File: config.mk
export PLATFORM = sky130hd
export DESIGN_NAME = priority_encoder_74148_irq
export DESIGN_NICKNAME = d
export VERILOG_FILES = /design/src/rtl/priority_encoder_74148_irq.sv
export SDC_FILE = /design/constraint.sdc
export NUM_CORES = 1
export LEC_CHECK = 0
export ABC_AREA = 1
export CORE_MARGIN = 1.5
export CORE_UTILIZATION = 47
export CTS_BUF_LIST = sky130_fd_sc_hd__clkbuf_4 sky130_fd_sc_hd__clkbuf_8 sky130_fd_sc_hd__clkbuf_16
export CTS_CLUSTER_DIAMETER = 80
export DETAILED_ROUTE_END_ITERATION = 8
export HOLD_SLACK_MARGIN = 0.05
export PLACE_DENSITY = 0.83
export REMOVE_ABC_BUFFERS = 1
export SYNTH_ARGS = -nofsm -noshare
export SYNTH_HDL_FRONTEND = slang
export SYNTH_SLANG_ARGS = --single-unit
File: constraint.sdc
create_clock -name C -period 1.43 [get_ports C]
set_input_delay 0.286 -clock C [delete_from_list [all_inputs] [get_ports C]]
set_output_delay 0.286 -clock C [all_outputs]
set_load 0.05 [all_outputs]
File: src/rtl/priority_encoder_74148_irq.sv
// priority_encoder_74148_irq
//
// Clocked 8-line to 3-line interrupt encoder. It behaves like the 74148 (K555IV1),
// with request latching and an acknowledge handshake added.
// Active-low request lines are captured into a pending register. The pending register
// is then masked, and the highest-priority surviving request is presented on active-low
// 74148-style pins. Once a vector is presented it stays frozen until it is acknowledged.
// After the acknowledge, one holdoff cycle runs before the next vector can be presented.
//
// Parameters
//   LEVEL_MODE  0: a falling edge on req_n[i] sets pending[i]
//               1: req_n[i] low sets pending[i] on every cycle
//
// Ports
//   C        in   1  clock; all logic is on posedge
//   R        in   1  synchronous active-high reset
//   req_n    in   8  request lines I0..I7, active-low, I7 has the highest priority
//   mask_we  in   1  write strobe for the mask register
//   mask_d   in   8  mask data, 1 = request masked
//   ack      in   1  one-cycle acknowledge of the presented vector
//   int_n    out  1  registered interrupt, active-low
//   a_n      out  3  registered vector A2..A0, active-low (I7 -> 000, I0 -> 111)
//   gs_n     out  1  group select, low while any unmasked pending bit is set
//   pending  out  8  pending request register

module priority_encoder_74148_irq #(
  parameter bit LEVEL_MODE = 1'b0
) (
  input  logic       C,
  input  logic       R,
  input  logic [7:0] req_n,
  input  logic       mask_we,
  input  logic [7:0] mask_d,
  input  logic       ack,
  output logic       int_n,
  output logic [2:0] a_n,
  output logic       gs_n,
  output logic [7:0] pending
);

  typedef enum logic [1:0] {
    IDLE    = 2'd0,
    ASSERT  = 2'd1,
    HOLDOFF = 2'd2
  } state_t;

  state_t     state;
  state_t     state_nxt;
  logic [7:0] mask;
  logic [7:0] req_prev;
  logic [2:0] code;
  logic [2:0] code_nxt;
  logic [2:0] a_n_nxt;
  logic       int_n_nxt;
  logic [7:0] set_vec;
  logic [7:0] clr_vec;
  logic [7:0] active;
  logic [2:0] hi_idx;

  // Capture the new requests. In edge mode a bit sets only on a high-to-low transition
  // between two samples. After reset, req_prev is all ones, so a line that is already
  // low when reset is released counts as a fresh falling edge.
  always_comb begin
    if (LEVEL_MODE)
      set_vec = ~req_n;
    else
      set_vec = req_prev & ~req_n;
  end

  // The mask only affects encoding and gs_n. Masked requests still latch into pending.
  // gs_n is decoded from registers only, so no input reaches an output combinationally.
  always_comb begin
    active = pending & ~mask;
    gs_n   = ~|active;
  end

  // Find the highest set index of active. The loop runs upward, so the last hit wins.
  // This gives I7 priority over all the lower lines.
  always_comb begin
    hi_idx = 3'd0;
    for (int i = 0; i < 8; i++) begin
      if (active[i])
        hi_idx = 3'(i);
    end
  end

  // Next-state logic. HOLDOFF always lasts exactly one cycle. This guarantees an idle
  // cycle between two vectors, so the acknowledging side sees int_n deasserted.
  always_comb begin
    state_nxt = state;
    case (state)
      IDLE:    if (|active) state_nxt = ASSERT;
      ASSERT:  if (ack)     state_nxt = HOLDOFF;
      HOLDOFF: state_nxt = IDLE;
      default: state_nxt = IDLE;
    endcase
  end

  // Output and clear logic.
  // In ASSERT, code and a_n are held, even if a higher request arrives or the mask changes.
  // An ack is honoured only in ASSERT, and it clears only the bit that was presented.
  always_comb begin
    code_nxt  = code;
    a_n_nxt   = a_n;
    int_n_nxt = int_n;
    clr_vec   = 8'h00;
    case (state)
      IDLE: begin
        if (|active) begin
          code_nxt  = hi_idx;
          a_n_nxt   = ~hi_idx;
          int_n_nxt = 1'b0;
        end
      end
      ASSERT: begin
        if (ack) begin
          clr_vec   = 8'h01 << code;
          int_n_nxt = 1'b1;
          a_n_nxt   = 3'b111;
        end
      end
      HOLDOFF: begin
        int_n_nxt = 1'b1;
        a_n_nxt   = 3'b111;
      end
      default: begin
        int_n_nxt = 1'b1;
        a_n_nxt   = 3'b111;
      end
    endcase
  end

  // State and datapath registers.
  // A set and a clear on the same bit in the same cycle leave the bit set, so a request
  // that repeats while its ack is in flight is not lost.
  always_ff @(posedge C) begin
    if (R) begin
      state    <= IDLE;
      pending  <= 8'h00;
      mask     <= 8'h00;
      req_prev <= 8'hFF;
      code     <= 3'd0;
      a_n      <= 3'b111;
      int_n    <= 1'b1;
    end else begin
      state    <= state_nxt;
      pending  <= (pending & ~clr_vec) | set_vec;
      req_prev <= req_n;
      code     <= code_nxt;
      a_n      <= a_n_nxt;
      int_n    <= int_n_nxt;
      if (mask_we)
        mask <= mask_d;
    end
  end

endmodule

# [Word level (Yosys, flattened, before mapping)]
# Index checks and enable logic that the tools add are counted.
[op_classes] addsub=0 n_mul=0 div=0 magnitude_cmp=0 eq_ne=3 shifts=1 muxes=18 n_bitwise=8 reduce_logical=5
[ops] op="bitwise AND 8 bit" n=3
[ops] op="2-to-1 mux 3 bit" n=8
[ops] op="NOT 8 bit" n=3
[ops] op="2-to-1 mux 8 bit" n=2
[ops] op="OR 8 bit" n=1
[ops] op="OR reduction 8 bit" n=1
[ops] op="left shift 1 x 3 -> 8 bit (first input constant)" n=1
[ops] op="case mux 3 bit (2 select lines)" n=1
[ops] op="2-to-1 mux 2 bit" n=2
[ops] op="!= test 2 bit (second input constant)" n=2
[ops] op="case mux 2 bit (2 select lines)" n=1
[ops] op="AND reduction 2 bit" n=2
[ops] op="2-to-1 mux 1 bit" n=3
[ops] op="NOT 3 bit" n=1
[ops] op="equality test 2 x 1 -> 1 bit (second input constant)" n=1
[ops] op="logical NOT 2 bit" n=1
[ops] op="case mux 1 bit (2 select lines)" n=1
[ops] op="logical NOT 1 bit" n=1
[totals] reg_bits=33 latch_bits=0 mem_bits_rw=0 romBits=0 n_memories=0

# [Logic depth before layout (Yosys ltp)]
# Gate-level depths: netlist of the first run.
[logic_depth] ltp_word=12 mapped_depth=11 mapped_depth_nobuf=11

# [Worst setup path before layout of the first run]
# No wires, ideal clock.
[synth_path] path_type="reg2out" from="register pending[2]" to="output gs_n" t_arrival_ps=1201 t_required_ps=1144 path_slack_ps=-57 path_stages_with_launch=6 n_path_buf=0 cell_sequence="dfxtp_1 nand2_2 nand2_2 nor2_2 nand2_1 inv_1"
[synth_between] elab_chain_cells=3
[synth_lines] element="start: declaration" line="38" text="output logic [7:0] pending"
[synth_lines] element="start signal: assignment" line="147" text="pending <= (pending & ~clr_vec) | set_vec;"
[synth_lines] element="bitwise AND 8 bit" line="73" text="active = pending & ~mask;"
[synth_lines] element="OR reduction 8 bit" line="74" text="gs_n = ~|active;"
[synth_lines] element="logical NOT 1 bit" line="74"
[synth_lines] element="end: declaration" line="37" text="output logic gs_n,"
# No other way between the ends.

# [Final worst setup path of the first run]
[layout_path] from="register mask[1]" to="output gs_n"
[layout_between] elab_chain_cells=4
[layout_lines] element="start: declaration" line="49" text="logic [7:0] mask;"
[layout_lines] element="start signal: assignment" line="153" text="mask <= mask_d;"
[layout_lines] element="NOT 8 bit" line="73"
[layout_lines] element="bitwise AND 8 bit" line="73"
[layout_lines] element="OR reduction 8 bit" line="74"
[layout_lines] element="logical NOT 1 bit" line="74"
# No other way between the ends.

==> reports/summary.txt, run 1 <==
status: finished with violations
violated checks: setup timing
Routed met1 length: 1.49 mm
Placement Setup Slack: -0.0247 ns
category of the worst setup path launch point: register
Core Box Area: 2570 sq um
WL per Instance: 15.1 um
clock tree buffer depth: 2
clk_skew: 0.0163 ns
max-slew violation count: 0
placed wire-length estimate after detailed placement: 2.35 mm
die boundary height: 55.8 um
global-route wire length before repair: 5.73 mm
mapped cell area: 1310 sq um
via density per instance: 5.39
critical-path cell with the highest stage delay: sky130_fd_sc_hd__dfxtp_2
initial antenna violation count: 0
achievable frequency: 637 MHz
Clock Pin Slew Worst Setup and Hold Paths: 0.11 ns
Starting Density: 0.510
share of final-layout standard cells stronger than drive strength 1: 0.415
Clock H-tree levels: 2
# Max-Cap Violations: 0
number of placement rows: 18
data arrival time of the critical path: 1.28 ns
met3 wirelength from detailed routing: 294 um
area fraction of the dominant cell type after synthesis: 0.504
sum of routed wire length over all layers: 3.90 mm
drt pass-1 iters: 5
total power: 2.53 mW
die area: 3110 sq um
overflow left after global routing: 0
headroom to the max-slew limit: 0.703
final setup margin: -0.141 ns
RSZ-0062 raised after global routing: true
uppermost metal layer occupied by signal nets: met4
Antenna Nets Post-Route: 0
cell type with the highest aggregate area in the netlist: sky130_fd_sc_hd__dfxtp_1
synthesized area per cell: 7.62 sq um
distinct cell type count after synthesis: 17
Tightest Hold Check Type: reg -> reg
total global-route track usage: 0.236
cell chain of the critical path: inv_2 > nand2_2 > nand2_2 > nor2_4 > nand2_2 > inv_2 > buf_12
final setup violating endpoints: 4
leakage power: 0.982 nW
count of buffers inserted at the top-level ports: 32
clock tree root driver cell: sky130_fd_sc_hd__clkbuf_4
sequential cell area fraction in the yosys report: 0.504
number of endpoints with negative hold slack in the final report: 0
Max Fanout on Critical Path: 2
Worst Max-Slew Pin Slew: 0.445 ns
Req. time, crit path: 1.14 ns
cell class contributing the biggest share of worst-path delay: flip-flops
final period utilization: 1.10
count of antenna diodes in the layout: 0
die width: 55.8 um
post-synthesis cell count: 172
total number of clock tree sinks: 33
drt initial violations: 63
clock latency at the later pin of the worst-skew pair: 0.35 ns
number of remaining DRC errors: 0
Finished Core Util: 0.831
critical path capture point type: output port
largest vdd supply drop: 1.16 mV
worst path bufs/invs: 3
gpl congestion: 0.906
P per Cell Area: 1180 nW/um^2
CP max stage delay: 0.36 ns
Yosys warning total: 0
Seq cells post-synth: 33
Worst path most repeated cell: sky130_fd_sc_hd__nand2_2
count of boundary I/O pins: 33
number of buffers added by the clock tree synthesis step: 5
number of global-route vias before repair: 1370
area growth from synthesis to layout: 62.9%
number of nets in the final layout: 248
time the worst path needs with I/O delays and setup: 1.57 ns
critical path type: reg -> out
Final Hold Slack: 0.451 ns
top cells by area in the synthesized netlist: sky130_fd_sc_hd__dfxtp_1 (50%), sky130_fd_sc_hd__nand2_1 (12%), sky130_fd_sc_hd__inv_1 (6.9%), sky130_fd_sc_hd__a21oi_1 (5.7%), sky130_fd_sc_hd__nand2_2 (4.8%)
clock tree from TritonCTS: done
total vias in the final route: 1395
met2 wire len: 1.96 mm
largest net degree at the start of global routing: 17
-- state kept, by name (all words and copies together), names as in the netlist --
signal,cells
code,3
mask,8
req_prev,8
a_n,3
state,2
pending,8
int_n,1
-- power by group --
group | internal (mW) | total, mW | switching [mW]
combinational | 0.384 | 0.837 | 0.453
sequential | 1.01 | 1.09 | 0.0801
clock | 0.285 | 0.606 | 0.322
total | 1.67 | 2.53 | 0.855
-- cells by family (layout without fill, tap and decap cells) --
family          Yosys count  after routing  share of synthesized area
simple gates             75             75                      0.250
buf+inv                  30             87                     0.0879
compound gates           34             34                      0.158
flops                    33             33                      0.504
-- layer usage --
metal / track usage / up-vias
met3: 0.0814 / 18
met1: 0.243 / 641
met5: 0 / -
li1: - / 653
met2: 0.417 / 83
met4: 0.125 / 0
-- layout make-up --
cell class	count	area, sq um
Multi-Input combinational cell	109	618
Sequential cell	33	692
Fill cell	144	433
Clock inverter	1	5.00
Tap cell	30	37.5
Timing Repair Buffer	53	619
Inverter	26	97.6
Clock buffer	7	65.1
-- cells in the final DEF (no fill, tap or decap) --
| master | count |
|---|---|
| sky130_fd_sc_hd__nand2_1 | 33 |
| sky130_fd_sc_hd__dfxtp_1 | 20 |
| sky130_fd_sc_hd__clkdlybuf4s50_1 | 19 |
| sky130_fd_sc_hd__inv_1 | 18 |
| sky130_fd_sc_hd__buf_4 | 18 |
| sky130_fd_sc_hd__nand2_2 | 13 |
| sky130_fd_sc_hd__a21oi_1 | 13 |
| sky130_fd_sc_hd__buf_12 | 13 |
| sky130_fd_sc_hd__nor2_1 | 12 |
| sky130_fd_sc_hd__o21ai_0 | 11 |
| sky130_fd_sc_hd__inv_2 | 8 |
| sky130_fd_sc_hd__dfxtp_2 | 7 |
| sky130_fd_sc_hd__dfxtp_4 | 6 |
| sky130_fd_sc_hd__nand2_4 | 5 |
| sky130_fd_sc_hd__clkbuf_4 | 5 |
| sky130_fd_sc_hd__nor2_2 | 4 |
| sky130_fd_sc_hd__nand3_1 | 4 |
| sky130_fd_sc_hd__a22oi_1 | 3 |
| sky130_fd_sc_hd__a21oi_2 | 3 |
| sky130_fd_sc_hd__a22oi_2 | 3 |
| sky130_fd_sc_hd__buf_6 | 3 |
| sky130_fd_sc_hd__nor2_4 | 2 |
| sky130_fd_sc_hd__clkbuf_8 | 2 |
| sky130_fd_sc_hd__nand3_2 | 1 |
| sky130_fd_sc_hd__nand2_8 | 1 |
| sky130_fd_sc_hd__o31ai_1 | 1 |
| sky130_fd_sc_hd__clkinv_2 | 1 |
-- stage by stage --
stage / instance area [sq um] / instances / TNS, ns
6_report: 2130 / 259 / -0.383
5_1_grt: 2130 / 259 / -0.675
4_1_cts: 2010 / 252 / -0.0953
3_5_place_dp: 1810 / 234 / -0.0897
3_3_place_gp: 1810 / 234 / 0
2_1_floorplan: 1290 / 168 / -0.0574
-- synthesized netlist by cell type --
cell / count
sky130_fd_sc_hd__nand2_2: 10
sky130_fd_sc_hd__buf_2: 2
sky130_fd_sc_hd__nand3_1: 4
sky130_fd_sc_hd__nand3_2: 1
sky130_fd_sc_hd__nor2_2: 4
sky130_fd_sc_hd__a21oi_2: 1
sky130_fd_sc_hd__dfxtp_1: 33
sky130_fd_sc_hd__inv_2: 2
sky130_fd_sc_hd__o21ai_0: 11
sky130_fd_sc_hd__o31ai_1: 1
sky130_fd_sc_hd__nor2_1: 14
sky130_fd_sc_hd__a22oi_1: 3
sky130_fd_sc_hd__clkbuf_1: 2
sky130_fd_sc_hd__a22oi_2: 3
sky130_fd_sc_hd__nand2_1: 42
sky130_fd_sc_hd__inv_1: 24
sky130_fd_sc_hd__a21oi_1: 15
-- worst reg2reg max path: stages, from the launching register on --
cell and delay (ns):
sky130_fd_sc_hd__dfxtp_2 0.36, sky130_fd_sc_hd__inv_2 0.04, sky130_fd_sc_hd__nand2_2 0.05, sky130_fd_sc_hd__nand2_2 0.07, sky130_fd_sc_hd__nor2_4 0.13, sky130_fd_sc_hd__nand2_2 0.08, sky130_fd_sc_hd__buf_4 0.14, sky130_fd_sc_hd__buf_6 0.10
sky130_fd_sc_hd__buf_6 0.10, sky130_fd_sc_hd__buf_6 0.11, sky130_fd_sc_hd__nand2_8 0.07, sky130_fd_sc_hd__nand2_2 0.06, sky130_fd_sc_hd__nand2_2 0.06, sky130_fd_sc_hd__nor2_1 0.05
-- final timing paths --
path              slack [ns]         from  cells past startpoint    endpoint
setup / recovery       -0.14      mask[1]                      7        gs_n
hold / removal          0.45  req_prev[3]                      2  pending[3]
setup reg to reg       -0.10      mask[1]                     13     code[0]
hold reg to reg         0.45  req_prev[3]                      2  pending[3]
-- what timing repair did --
item / CTS / global route
setup endpoints to repair: 1 / 5
pin swaps: 6 / 8
resized for setup: 26 / 24
hold buffers: 0 / 0
buffers inserted: 10 / 9
No activity file was read; power rests on OpenSTA's default activity.
==> run 2, diff against run 1 <==
- ABC_CLOCK_PERIOD_IN_PS: default -> 1430
==> results of run 2 <==
Final layout, timing and power as in run 1 (identical DEF).
==> run 3, diff against run 2 <==
- CORE_MARGIN: 1.5 -> 5
- SLEW_MARGIN: default -> 10
==> run 3 against run 2 <==
Global-route usage decreased by 6.7 points. The flow still finishes with violations (setup timing). Total power decreased by 6.4%. Critical path depth stayed put. Via count shrank 9.9%. Clock skew shrank 0.0069 ns. Die area is 27% higher. Cell count shrank 1.5%. Non-clock buffer count is 5 lower.
==> reports/summary.txt, run 3 (same netlist as run 1, synthesis figures left out) <==
status: finished with violations
violated checks: setup timing
sum of routed wire length over all layers: 3.15 mm
clk_skew: 0.00941 ns
Starting Density: 0.483
clock latency at the later pin of the worst-skew pair: 0.34 ns
number of endpoints with negative hold slack in the final report: 0
# Max-Cap Violations: 0
count of buffers inserted at the top-level ports: 32
CP max stage delay: 0.34 ns
RSZ-0062 raised after global routing: true
critical path capture point type: output port
setup TNS after final layout: -0.0958 ns
final setup violating endpoints: 1
combined area of the multi-input logic cells: 559 sq um
overflow left after global routing: 0
WL per Instance: 12.4 um
number of buffers added by the clock tree synthesis step: 5
fin area: 2010 sq um
final setup margin: -0.0958 ns
clock tree from TritonCTS: done
count of antenna diodes in the layout: 0
Placement Setup Slack: -0.0463 ns
Clock H-tree levels: 2
total power: 2.37 mW
fill cell count: 200
Tightest Hold Check Type: reg -> reg
most frequent standard cell in the layout excluding fill and tap cells: sky130_fd_sc_hd__nand2_1
critical-path cell with the highest stage delay: sky130_fd_sc_hd__dfxtp_2
critical path type: reg -> out
global-route wire length before repair: 5.18 mm
time the worst path needs with I/O delays and setup: 1.53 ns
number of remaining DRC errors: 0
drt pass-1 iters: 5
share of final-layout standard cells stronger than drive strength 1: 0.344
die width: 62.8 um
total vias in the final route: 1257
Worst Max-Slew Pin Slew: 0.425 ns
P per Cell Area: 1180 nW/um^2
cell chain of the critical path: inv_1 > nand2_1 > nand2_2 > nor2_4 > nand2_2 > inv_2 > buf_12
max-slew violation count: 0
largest net degree at the start of global routing: 17
Antenna Nets Post-Route: 0
area growth from synthesis to layout: 53.5%
biggest registers after layout: mask: 8 flops, pending: 8 flops, req_prev: 8 flops
Max Fanout on Critical Path: 2
placed wire-length estimate after detailed placement: 2.14 mm
gpl congestion: 0.874
Final Hold Slack: 0.442 ns
largest vdd supply drop: 1.06 mV
total global-route track usage: 0.169
number of standard cells in the final layout excluding fillers: 255
Core Box Area: 2710 sq um
headroom to the max-slew limit: 0.717
initial antenna violation count: 0
most frequent cells in the layout: sky130_fd_sc_hd__nand2_1 (38), sky130_fd_sc_hd__dfxtp_1 (22), sky130_fd_sc_hd__inv_1 (20), sky130_fd_sc_hd__clkdlybuf4s50_1 (19), sky130_fd_sc_hd__buf_4 (16)
count of boundary I/O pins: 33
clock tree root driver cell: sky130_fd_sc_hd__clkbuf_4
drt initial violations: 40
Clock Pin Slew Worst Setup and Hold Paths: 0.09 ns
category of the worst setup path launch point: register
achievable frequency: 655 MHz
CTS hold repair buffers: 0
number of global-route vias before repair: 1195
die area: 3940 sq um
via density per instance: 4.93
die boundary height: 62.8 um
clock tree buffer depth: 2
number of nets in the final layout: 243
data arrival time of the critical path: 1.24 ns
number of placement rows: 19
Worst path most repeated cell: sky130_fd_sc_hd__nand2_2
placed standard-cell area: 1830 sq um
storage element area: 684 sq um
leakage power: 0.929 nW
final period utilization: 1.07
Placed Instances: 237
total number of clock tree sinks: 33
Finished Core Util: 0.742
Req. time, crit path: 1.14 ns
## run 3: area by class of cell
type / instances / area share
Sequential cell: 33 / 0.340
Timing Repair Buffer: 48 / 0.284
Multi-Input combinational cell: 109 / 0.278
Inverter: 26 / 0.0485
Clock buffer: 8 / 0.0299
Tap cell: 31 / 0.0193
## run 3: report_power, final
group          switching (mW)  leakage, nW  internal [mW]
sequential             0.0668        0.279           1.01
combinational           0.393        0.613          0.344
clock                   0.306       0.0368          0.253
## run 3: worst max-delay path: cells and delay by family, from the launching register on
kind	cells	cell delay, ns
and+or+nand+nor	4	0.32
DFF	1	0.34
buffers and inverters	3	0.25
## run 3: repair_timing
| item | CTS | global route |
|---|---|---|
| buffers inserted | 7 | 3 |
| setup endpoints to repair | 1 | 1 |
| resized for setup | 17 | 9 |
| cloned | 0 | 0 |
| pin swaps | 5 | 5 |
## run 3: worst paths after layout
| kind | slack (ns) | endpoint | from | cells after the start |
|---|---|---|---|---|
| worst min-delay path | 0.44 | pending[7] | req_prev[7] | 2 |
| worst min register to register | 0.44 | pending[7] | req_prev[7] | 2 |
| worst max register to register | 0.16 | a_n[1] | mask[1] | 10 |
| worst max-delay path | -0.1 | gs_n | mask[1] | 7 |
## run 3: metal layers
metal  wire length, um  track usage
met5                 0            0
met3               193       0.0629
met4               122        0.114
met2              1480        0.264
met1              1350        0.189
